===== src/rtl/fetch_unit.sv =====
// -----------------------------------------------------------------------------
// fetch_unit -- instruction-fetch stage of the RV32I multi-cycle core.
//
// Holds the PC, fetches one word at a time from instruction memory over a
// req/ack handshake, and presents the registered word (with its PC and opcode
// field) to decode/control until downstream consumes it. PC redirects from the
// execute path take priority over everything else; a redirect that arrives
// while a fetch is outstanding lets that fetch finish (address held stable)
// and throws its data away.
//
// Optional feature macro: FETCH_MISALIGN_CHECK_EN
//   defined   : redirect targets are forced word-aligned and misalign_err
//               pulses for one cycle after a misaligned redirect.
//   undefined : targets are used as given and misalign_err is tied low.
//
// Ports:
//   clk          in   clock, rising edge
//   rst          in   asynchronous, active-low reset
//   imem_req     out  fetch request (high in FETCH/FLUSH)
//   imem_addr    out  fetch address, stable until acknowledged
//   imem_ack     in   memory returns imem_rdata this cycle
//   imem_rdata   in   instruction word
//   stall        in   downstream not ready (looked at only while holding a word)
//   redirect_en  in   one-cycle PC redirect request
//   redirect_pc  in   redirect target
//   instr        out  registered instruction word
//   instr_pc     out  address of instr
//   opcode       out  instr[6:0]
//   instr_valid  out  instr/instr_pc/opcode are valid
//   misalign_err out  misaligned-redirect pulse
// -----------------------------------------------------------------------------
module fetch_unit #(
  parameter int               WIDTH    = 32,
  parameter logic [WIDTH-1:0] RESET_PC = '0
) (
  input  logic             clk,
  input  logic             rst,
  output logic             imem_req,
  output logic [WIDTH-1:0] imem_addr,
  input  logic             imem_ack,
  input  logic [WIDTH-1:0] imem_rdata,
  input  logic             stall,
  input  logic             redirect_en,
  input  logic [WIDTH-1:0] redirect_pc,
  output logic [WIDTH-1:0] instr,
  output logic [WIDTH-1:0] instr_pc,
  output logic [6:0]       opcode,
  output logic             instr_valid,
  output logic             misalign_err
);

  typedef enum logic [1:0] {
    IDLE  = 2'd0,
    FETCH = 2'd1,  // request outstanding, data will be kept
    VALID = 2'd2,  // holding a word for downstream
    FLUSH = 2'd3   // request outstanding, data is stale and will be dropped
  } state_e;

  localparam logic [WIDTH-1:0] INSTR_BYTES = WIDTH'(4);

  state_e           state_q, state_d;
  logic [WIDTH-1:0] pc_q, pc_d;
  logic [WIDTH-1:0] req_addr_q, req_addr_d;
  logic [WIDTH-1:0] instr_q, instr_d;
  logic [WIDTH-1:0] instr_pc_q, instr_pc_d;
  logic             instr_valid_q, instr_valid_d;
  logic [WIDTH-1:0] redirect_tgt;

`ifdef FETCH_MISALIGN_CHECK_EN
  logic misalign_q, misalign_d;

  assign redirect_tgt = {redirect_pc[WIDTH-1:2], 2'b00};
  assign misalign_d   = redirect_en && (redirect_pc[1:0] != 2'b00);
  assign misalign_err = misalign_q;

  always_ff @(posedge clk or negedge rst) begin
    if (!rst) misalign_q <= 1'b0;
    else      misalign_q <= misalign_d;
  end
`else
  assign redirect_tgt = redirect_pc;
  assign misalign_err = 1'b0;
`endif

  always_comb begin
    // NOTE: every signal gets its hold value first so no path through the
    // case statement leaves one unassigned (which would infer a latch).
    state_d       = state_q;
    pc_d          = pc_q;
    req_addr_d    = req_addr_q;
    instr_d       = instr_q;
    instr_pc_d    = instr_pc_q;
    instr_valid_d = instr_valid_q;

    unique case (state_q)
      IDLE: begin
        if (redirect_en) begin
          pc_d       = redirect_tgt;
          req_addr_d = redirect_tgt;
        end
        state_d = FETCH;
      end

      FETCH: begin
        if (redirect_en) begin
          pc_d = redirect_tgt;
          // With ack the bus is free, so the target can be requested at once;
          // without ack the old address must stay up until memory answers.
          if (imem_ack) req_addr_d = redirect_tgt;
          else          state_d    = FLUSH;
        end else if (imem_ack) begin
          instr_d       = imem_rdata;
          instr_pc_d    = req_addr_q;
          instr_valid_d = 1'b1;
          pc_d          = req_addr_q + INSTR_BYTES;
          state_d       = VALID;
        end
      end

      FLUSH: begin
        if (redirect_en) pc_d = redirect_tgt;
        if (imem_ack) begin
          // Same-cycle redirect must win over the pc_q it is overwriting.
          req_addr_d = redirect_en ? redirect_tgt : pc_q;
          state_d    = FETCH;
        end
      end

      VALID: begin
        if (redirect_en) begin
          instr_valid_d = 1'b0;
          pc_d          = redirect_tgt;
          req_addr_d    = redirect_tgt;
          state_d       = FETCH;
        end else if (!stall) begin
          instr_valid_d = 1'b0;
          req_addr_d    = pc_q;
          state_d       = FETCH;
        end
      end

      default: state_d = IDLE;
    endcase
  end

  always_ff @(posedge clk or negedge rst) begin
    if (!rst) begin
      state_q       <= IDLE;
      pc_q          <= RESET_PC;
      req_addr_q    <= RESET_PC;
      instr_q       <= '0;
      instr_pc_q    <= '0;
      instr_valid_q <= 1'b0;
    end else begin
      // NOTE: non-blocking assignments so every flop samples pre-edge values.
      state_q       <= state_d;
      pc_q          <= pc_d;
      req_addr_q    <= req_addr_d;
      instr_q       <= instr_d;
      instr_pc_q    <= instr_pc_d;
      instr_valid_q <= instr_valid_d;
    end
  end

  assign imem_req    = (state_q == FETCH) || (state_q == FLUSH);
  assign imem_addr   = req_addr_q;
  assign instr       = instr_q;
  assign instr_pc    = instr_pc_q;
  assign opcode      = instr_q[6:0];
  assign instr_valid = instr_valid_q;

endmodule


===== config.mk =====
export PLATFORM = sky130hd
export DESIGN_NAME = fetch_unit
export DESIGN_NICKNAME = d
export VERILOG_FILES = /design/src/rtl/fetch_unit.sv
export SDC_FILE = /design/constraint.sdc
export NUM_CORES = 1
export LEC_CHECK = 0
export CAP_MARGIN = 0
export CORE_UTILIZATION = 45
export DETAILED_ROUTE_END_ITERATION = 7
export GPL_TIMING_DRIVEN = 1
export PLACE_DENSITY = 0.75
export REMOVE_ABC_BUFFERS = 1
export SYNTH_ARGS = -nofsm -noshare
export SYNTH_HDL_FRONTEND = slang
export SYNTH_SLANG_ARGS = --single-unit

===== constraint.sdc =====
create_clock -name clk -period 5.1 [get_ports clk]
set_clock_uncertainty 0.2 [all_clocks]
set_input_delay 0.765 -clock clk [delete_from_list [all_inputs] [get_ports clk]]
set_output_delay 0.765 -clock clk [all_outputs]
set_load 0.01 [all_outputs]

# After elaboration in Yosys (flattened, before gate mapping)
# Cells that the tools add are included.
# totals
register_bits,131
in_bits,69
out_inout_bits,106
word_cells,50
# classes
addsub,1
n_eq_ne,11
mux,23
bitwise,1
reduce_logical,8
# ops
op,count
$mux 32,9
$pmux 32 s4,1
$pmux 32 s2,1
$add 32x3->32 const B,1
$mux 2,6
$ne 2x2->1 const B,5
$ne 3x3->1 const B,3
$pmux 2 s4,1
$reduce_and 4->1,2
$reduce_and 5->1,1
$eq 2x2->1 const B,2
$mux 1,4
$reduce_and 3->1,1
$reduce_or 3->1,1
$eq 2x1->1 const B,1
$logic_not 2->1,1
$pmux 1 s2,1
$reduce_bool 2->1,1
$logic_or 1x1->1,1
$not 1->1,1

# Depth between registers and ports, before layout
# Gate-level depths: netlist of run 1.
# logic_depth
word_depth,4
depth_mapped,7
depth_no_buf,6

# Worst setup path before layout of run 1
# No wires, ideal clock.
# synth_timing
path_kind,input port to flip-flop
start,in redirect_en
end,"reg req_addr_q[0], in the netlist imem_addr[0]"
setup_time_ns,0.137
arrival_time_ns,1.831
path_slack_ns,2.932
stages,5
path_buffers,2
cell_sequence,clkbuf_1 inv_1 a21oi_1 clkbuf_1 a21oi_1
# synth_via
elab_chain_len,3
word_cells_on_any_way,8
# synth_lines
item,line,rtl
start: declaration,43,"input logic redirect_en,"
$mux 32,n/a,
$mux 32,122,if (imem_ack) begin
$pmux 32 s4,95,unique case (state_q)
end signal: assignment,158,req_addr_q <= req_addr_d;
end: declaration,63,"logic [WIDTH-1:0] req_addr_q, req_addr_d;"
# Several ways; a longest one is shown, not always the timed one. The select of a mux whose other input is x is not followed.
# A chain may end at the register's enable or synchronous reset.

# Worst setup path after layout of run 1
# layout_timing
start,in redirect_en
end,"reg req_addr_q[8], in the netlist imem_addr[8]"
# The elaborated chain is that of the path after synthesis.

==> results by stage, run 1 <==
Critical path:
- The worst setup slack for register-to-register paths is roughly 2600 ps.
- The startpoint identified for the worst register-to-register timing path is imem_addr[2].
- In this run the critical register-to-register path is captured at pc_q[30].
- The data required time of the critical path is around 5200 ps.
- STA puts the critical path data arrival time at about 2800 ps.
- Of all nets on the critical path, the largest fanout is 44.
- The worst setup path is launched from a primary input.
- The cell depth of the worst flop-to-flop path is 6.
- The most critical setup path has its startpoint at redirect_en.
- The critical path is of the in2reg type.
- The critical path ends at imem_addr[8].
- STA classifies the critical path endpoint as a register.

Drt:
- The final routed DRC violation total is 0.
- Summing over every cut layer, the via total after detailed routing is between 5k and 6k.
- The first detailed-routing pass took 4 iterations.
- The violation count after the first detailed-route iteration is around 320.
- The mean routed wirelength per cell is 15.5 um.
- The via density per instance is ~5.2.
- The total detailed-routing wirelength is between 15000 and 20000 um.
- The detail route stage leaves a number of antenna-violating nets equal to 0.

Synth:
- The biggest area contributor in the post-synthesis netlist is dfrtp_1.
- The number of flops mapped to enable cells by yosys is 0.
- Yosys mapped the design onto 41 distinct sky130hd cell types.
- The most used flip-flop cell after synthesis is dfrtp_1.
- A synthesized cell averages between 9 and 10 sq um.
- Counting flops and latches in the post-synthesis netlist gives roughly 130.
- After synthesis, the share of flip-flops with an asynchronous set or reset is 1.00.
- The share of the Yosys chip area taken by registers is 0.536.
- After technology mapping, the gate count stands at around 670.
- The area share of the leading cell type in the synthesized netlist is 0.536.
- The number of warning messages in the yosys log is 0.
- Yosys attributes the largest share of cell area to dfrtp_1 (54%), nand2_1 (14%), mux2i_1 (6.5%).
- The cell area that synthesis handed to floorplanning was between 6000 and 7000 sq um.
- By count the netlist is led by nand2_1 (235), dfrtp_1 (131), a21oi_1 (42), mux2i_1 (40), nor2_1 (39).
- By instance count, the leading cell after synthesis is nand2_1.

Placed design:
- At the end of routability-driven placement, the weighted congestion stood at 0.780.
- The count of input and output buffers is between 150 and 200.
- Including well taps, the total number of placed cells is approximately 980.
- The half-perimeter wire length after placement is between 10000 and 15000 um.
- At the placement stage, the worst setup path has a slack of between 2000 and 2500 ps.

GRT:
- The global-route wire length before repair is 26100 um.
- The remaining global-route overflow is 0.
- The number of global-route vias before repair is between 5k and 6k.
- The met2 global-route usage is 0.387.
- Entering global routing, the biggest net connects between 90 and 100 pins.
- For this run, global-route usage on met1 was measured as 0.303.
- After global routing, the most crowded layer is met2.
- In the global route stage, met3 resource usage came out at 0.0444.
- The initial antenna violation count came to 0.
- In the global route stage, overall resource usage came out at 0.233.

Power:
- The power per cell area is between 400 and 500 nW/um^2.
- The maximum VDD drop is ~250 uV.
- The leakage power of the design is between 3 and 4 nW.

STA:
- The worst path in the final design needs a cycle of around 2700 ps, including I/O delays and setup.
- The total negative slack for setup checks is 0 ps.
- The fmax is 0.374 GHz.
- The relative max-transition margin is 0.374.
- The max-slew violation count came to 0.
- The number of failing hold endpoints at the final stage is 0.
- The actual slew at the worst max-slew pin is 939 ps.
- Setup violations remaining at the end of the flow were counted as 0.
- Setup repair after global routing left no endpoint under its margin.
- In the finished design, the share of the clock period the worst path needs comes to 0.524.
- The post-layout worst setup margin is about 2400 ps.

Die:
- From left edge to right edge, the die measures between 100 and 150 um.
- The floorplan has 42 rows.
- The top-level port count is 175.
- The die is roughly 120 um tall.
- The initial utilization of the core area, before any placement, comes to 0.462.
- The floorplan step defined a die boundary enclosing around 14000 sq um.
- The core box area is 13200 sq um.

Clock tree:
- The number of clock buffers added by TritonCTS is 17.
- TritonCTS built the clock tree.
- Counting every sink on the clock net gives 131.
- Clock tree synthesis selected as its root buffer the cell clkbuf_16.
- The quantity of gates resized following cts is 0.
- The H-tree was split into 4 levels.
- The buffer levels on the longest clock path is 2.
- After clock tree synthesis, the clock-pin slew on the worst setup and hold paths is around 60 ps.
- Once the clock tree was built, the setup fixing pass inserted 0 buffers.
- The total of hold buffers inserted after clock tree synthesis is 0.
- For the worst-skew pair, the clock arrives at the later sink with an insertion delay of 420 ps.

Layout:
- Relative to the synthesized area, the layout overhead comes to 39.9%.
- The share of cells above drive strength 1 is 0.0659.
- 0 antenna diodes ended up in the layout.
- The layout net count is between 800 and 900.
- Excluding fillers, the count of instances in the completed layout stands at 1010.

Min path:
- The worst min-delay path category is in2async.

Status:
- The flow ran to the end, and the final reports show no timing, DRC or antenna violations.

Run:
- Max-cap violations in this run came to 0.
## cells by family (layout without fill, tap and decap cells)
kind of cell	after synthesis	count (layout)	share of synthesized area
AND/OR/NAND/NOR	327	327	0.232
flip-flops	131	131	0.536
AO/OA/AOI/OAI	92	92	0.0851
buffers and inverters	54	217	0.0432
multiplexers	40	40	0.0654
XOR/XNOR	25	25	0.0358
adder cells (fa/ha/maj)	1	1	0.00204
other	1	1	0.000613
## worst max-delay path, stage by stage
cell     delay, ps
buf_2          340
inv_1          360
a21oi_4        560
buf_4          500
nor2_1         100
a21oi_1        150
## registers in the layout (all words and copies together) (netlist names)
| signal | cells |
|---|---|
| instr_valid | 1 |
| instr | 32 |
| pc_q | 32 |
| state_q | 2 |
| imem_addr | 32 |
| instr_pc | 32 |
## per-stage QoR
stage	utilization	hold slack [ps]	area, sq um	power, mW
3_5_place_dp	0.597	261	7910	2.67
6_report	0.646	219	8560	3.98
2_1_floorplan	-	269	5870	1.99
5_1_grt	0.646	288	8560	4.19
4_1_cts	0.646	253	8560	4.02
3_3_place_gp	0.597	257	7910	2.62
## routing by layer
metal	routed length (um)	share of wire
met1	6880	0.44
met2	7750	0.49
met3	815	0.052
met4	235	0.015
met5	0	0
## final cells by class
class / count / area, sq um
multi-input cells: 486 / 2610
fillers: 1117 / 4680
repair buffers: 180 / 1780
clock buffers: 22 / 474
well taps: 176 / 220
flip-flops and latches: 131 / 3280
clock inverters: 10 / 178
inverters: 5 / 18.8
## worst min path at each step
stage | from | end | slack (ps)
floorplan | rst | imem_addr[0] | 270
global placement | instr[24] | instr[24] | 260
detailed placement | instr_pc[12] | instr_pc[12] | 260
CTS | rst | instr[21] | 250
global route | rst | instr[21] | 290
finish | rst | instr[21] | 220
## cells in the final DEF, fill, tap and decap left out, types with 3 or more instances in the layout
| master | netlist | routed |
|---|---|---|
| inv_1 | 5 | 5 |
| nand4_1 | 3 | 3 |
| clkinv_2 | 0 | 4 |
| nor2_1 | 39 | 37 |
| o221ai_1 | 10 | 10 |
| and3_1 | 8 | 8 |
| dfrtp_1 | 131 | 131 |
| nand2_1 | 235 | 234 |
| nand3_1 | 11 | 11 |
| clkdlybuf4s50_1 | 0 | 171 |
| mux2i_1 | 40 | 40 |
| o21ai_0 | 31 | 31 |
| a21oi_1 | 42 | 41 |
| buf_4 | 8 | 7 |
| xor2_1 | 8 | 8 |
| clkbuf_16 | 0 | 17 |
| nor3_1 | 8 | 8 |
| xnor2_1 | 17 | 17 |
| and4_1 | 4 | 4 |
| nor4_2 | 4 | 4 |
| bufinv_16 | 0 | 5 |
| clkbuf_8 | 0 | 3 |
## power by group
group | leakage, nW | switching (mW) | internal, mW
clock network | 0.320 | 0.431 | 0.902
logic | 1.91 | 0.523 | 0.618
registers | 1.56 | 0.216 | 1.29
total | 3.79 | 1.17 | 2.81
Note: power is estimated with default switching activity, not from simulation.
==> inputs of run 2 (changes only) <==
- clock period: 5.1 -> 2.6 ns (I/O delays scaled with it)
==> run 2 against run 1 <==
Total power rose by 90%. Worst hold slack gained 50 ps. Highest routed layer unchanged. Critical endpoint is now pc_q[30]. Worst setup slack lost 2000 ps. Sequential power up 93%. Count of clock-buffer cells in the layout grew 5. First-iteration DRC count rose by 1.9%.
==> results by stage, run 2 (synthesized netlist as in run 1, its figures left out) <==
Status:
- Outcome: complete, no violations (unchanged).

Die:
- The overall die height is 119 um (unchanged).
- The initial core utilization is 0.462 (unchanged).
- The number of placement rows is 42 (unchanged).
- The area enclosed by the die boundary is 14100 sq um (unchanged).
- The core box area is 13200 sq um (unchanged).
- The top-level port count is 175 (unchanged).
- The die width was 119 um (unchanged).

Critical path:
- The worst-path cell with the longest stage delay is dfrtp_1 (was a21oi_4).
- The arrival time at the worst endpoint is 2300 ps (was 2810 ps).
- The type of destination of the critical path is a register (unchanged).
- The worst setup slack for register-to-register paths is 390 ps (was 2640 ps).
- The type of the setup path with the least slack is reg2reg (was in2reg).
- The startpoint of the lowest-slack register-to-register path is imem_addr[2] (unchanged).
- The stage delay of the slowest cell on the critical path is 470 ps (was 560 ps).
- The reg-to-reg critical path endpoint is pc_q[30] (unchanged).
- Cells traversed along the worst timing path: ha_1 > and3_1 > nand4_4 > nor4_2 > xor2_1 > a221o_1 (was buf_2 > inv_1 > a21oi_4 > buf_4 > nor2_1 > a21oi_1).
- The kind of start point of the critical path is a register (was primary input).
- The family with the most delay on the worst path was simple AND/OR/NAND/NOR gates (was buffers and inverters).
- The data required time of the critical path is 2690 ps (was 5240 ps).
- The launch point of the worst path is imem_addr[2] (was redirect_en).
- The cell depth of the worst flop-to-flop path is 6 (unchanged).
- The worst-path maximum fanout is 9 (was 44).
- The number of buffers and inverters on the critical path is 0 (was 3).

GRT:
- The remaining global-route overflow is 0 (unchanged).
- The global-route usage over all layers is 0.246 (was 0.233).
- The number of global-route vias before repair is 5509 (was 5291).
- The global-route wire length before repair is 27300 um (was 26100 um).
- The largest net degree at the start of global routing came to 61 (was 92).
- The initial antenna violation count is 0 (unchanged).

Power:
- The leakage power of the design is 3.87 nW (was 3.79 nW).
- The switching share of total power is 0.304 (was 0.294).
- The part of the total power dissipated in sequential elements is 0.386 (was 0.378).
- The maximum VDD drop was 541 uV (was 247 uV).
- The clock share of power came to 0.300 (was 0.335).
- The share of power burned in combinational logic was 0.314 (was 0.287).
- The power per cell area was 871 nW/um^2 (was 465 nW/um^2).
- The net load switching power is 2.30 mW (was 1.17 mW).
- The cell-internal power came to 5.28 mW (was 2.81 mW).

STA:
- The final setup violation count is 0 (unchanged).
- The number of failing hold endpoints at the final stage is 0 (unchanged).
- Unrepaired setup endpoints after global routing: false (unchanged).
- The final critical path time including I/O delays and setup is 2210 ps.
- The actual slew at the worst max-slew pin is 629 ps (was 939 ps).
- The relative max-transition margin is 0.580 (was 0.374).
- The worst hold-check slack was 269 ps (was 219 ps).
- The max-slew violation count is 0 (unchanged).
- The total negative slack for setup checks was 0 ps (unchanged).
- Of the available clock period, the critical path in the final layout requires 0.849.
- The post-layout worst setup margin came to 393 ps (was 2430 ps).
- The fmax is around 0.45 GHz.

Layout:
- The number of filler cells placed in the layout was 1092 (was 1117).
- The number of cells in the finished layout apart from fillers is 1028 (was 1010).
- The layout net count is 910 (was 891).
- The area growth from synthesis to layout is 42.1% (was 39.9%).
- The share of cells above drive strength 1 came to 0.0822 (was 0.0659).
- The antenna diode count is 0 (unchanged).
- Most frequent cells in the layout: nand2_1 (234), clkdlybuf4s50_1 (171), dfrtp_1 (131) (unchanged).
- The most frequent standard cell in the layout excluding fill and tap cells is nand2_1 (unchanged).

Clock tree:
- The quantity of gates resized following cts is 0 (unchanged).
- The clock transition at the register clock pins on the worst setup and hold paths after CTS is 50 ps (was 60 ps).
- The number of clock buffers inserted by TritonCTS is 17 (unchanged).
- The buffer levels on the longest clock path was 2 (unchanged).
- The latest clock arrival within the worst-skew pair is 410 ps (was 420 ps).
- The CTS tree is done (unchanged).
- The count of clock tree sinks is 131 (unchanged).
- The H-tree depth is 4 (unchanged).
- The cell chosen for the clock root is clkbuf_16 (unchanged).

Placed design:
- The count of input and output buffers is 173 (unchanged).
- The worst slack at placement is 216 ps (was 2040 ps).
- The cell count after placement was 996 (was 978).
- The half-perimeter wire length after placement is 11200 um (was 10400 um).
- The global placer's final weighted congestion was 0.801 (was 0.780).

Min path:
- The hold path startpoint is instr_pc[18].
- The worst min-delay path category is reg2reg (was in2async).
- The worst hold path was traced through 2 stages.
- The hold-critical path endpoint is instr_pc[18].

Drt:
- The number of iterations in the first detailed-routing pass came to 5 (was 4).
- The mean routed wirelength per cell is 16.1 um (was 15.5 um).
- The total detailed-routing wirelength is 16500 um (was 15700 um).
- The count of vias placed by the detailed router is 5421 (was 5253).
- The via density per instance is 5.27 (was 5.20).
- The violation count after the first detailed-route iteration was 325 (was 319).
- The final routed DRC violation total is 0 (unchanged).
- The count of antenna-violating nets left after detailed routing is 0 (unchanged).

Run:
- The number of maximum-capacitance violations is 0 (unchanged).
[run 2: cell count changes in the layout (fill, tap and decap cells not counted), sizes merged]
cell         before  now
clkinv            4    3
bufinv            5    1
buf               9   27
dlygate4sd3       0    1
clkbuf           22   27
clkinvlp          1    0
[run 2: layer usage]
metal | share of wire | GRT usage | vias up
met3 | 0.054 | 0.0492 | 23
li1 | - | - | 2557
met2 | 0.49 | 0.411 | 209
met5 | 0 | 0 | -
met1 | 0.43 | 0.313 | 2632
met4 | 0.017 | 0.0973 | 0
[run 2: area by class of cell]
type | count | area (sq um) | share of cell area
clock buffers | 27 | 523 | 0.0601
clock inverters | 4 | 45.0 | 0.00518
inverters | 5 | 18.8 | 0.00216
multi-input cells | 486 | 2610 | 0.300
flip-flops and latches | 131 | 3280 | 0.377
well taps | 176 | 220 | 0.0253
repair buffers | 199 | 2000 | 0.230
[run 2: repair_timing]
| action | CTS | global route |
|---|---|---|
| hold buffers | 1 | 0 |
| buffers inserted | 0 | 0 |
| endpoints found under the hold margin | 57 | 0 |
[run 2: worst min-delay path, cell delays in order (launching register included)]
cell and delay, ps:
dfrtp_1 330, nand2_1 50, nand2_1 50
[run 2: how the worst max path moves through the flow]
stage,slack (ps),cells after the start,end
after floorplan,-1140,4,pc_q[25]
after global placement,300,7,imem_addr[21]
after detailed placement,220,7,imem_addr[8]
after CTS,410,5,pc_q[30]
after global routing,240,6,pc_q[30]
final,390,6,pc_q[30]
[run 2: stage by stage]
| step | power (mW) | area (sq um) | util |
|---|---|---|---|
| after floorplan | 3.89 | 5870 | - |
| after global placement | 5.23 | 8120 | 0.613 |
| after detailed placement | 5.34 | 8120 | 0.613 |
| after CTS | 7.64 | 8700 | 0.657 |
| after global routing | 7.97 | 8700 | 0.657 |
| final | 7.58 | 8700 | 0.657 |
[run 2: power by group through the flow]
stage               Sequential [mW]  Clock, mW  Combinational, mW
CTS                            2.92       2.31               2.41
floorplan                      3.12          0              0.775
detailed placement             2.95          0               2.39
finish                         2.92       2.27               2.38
global route                   2.99       2.39               2.59
global placement               2.91          0               2.33
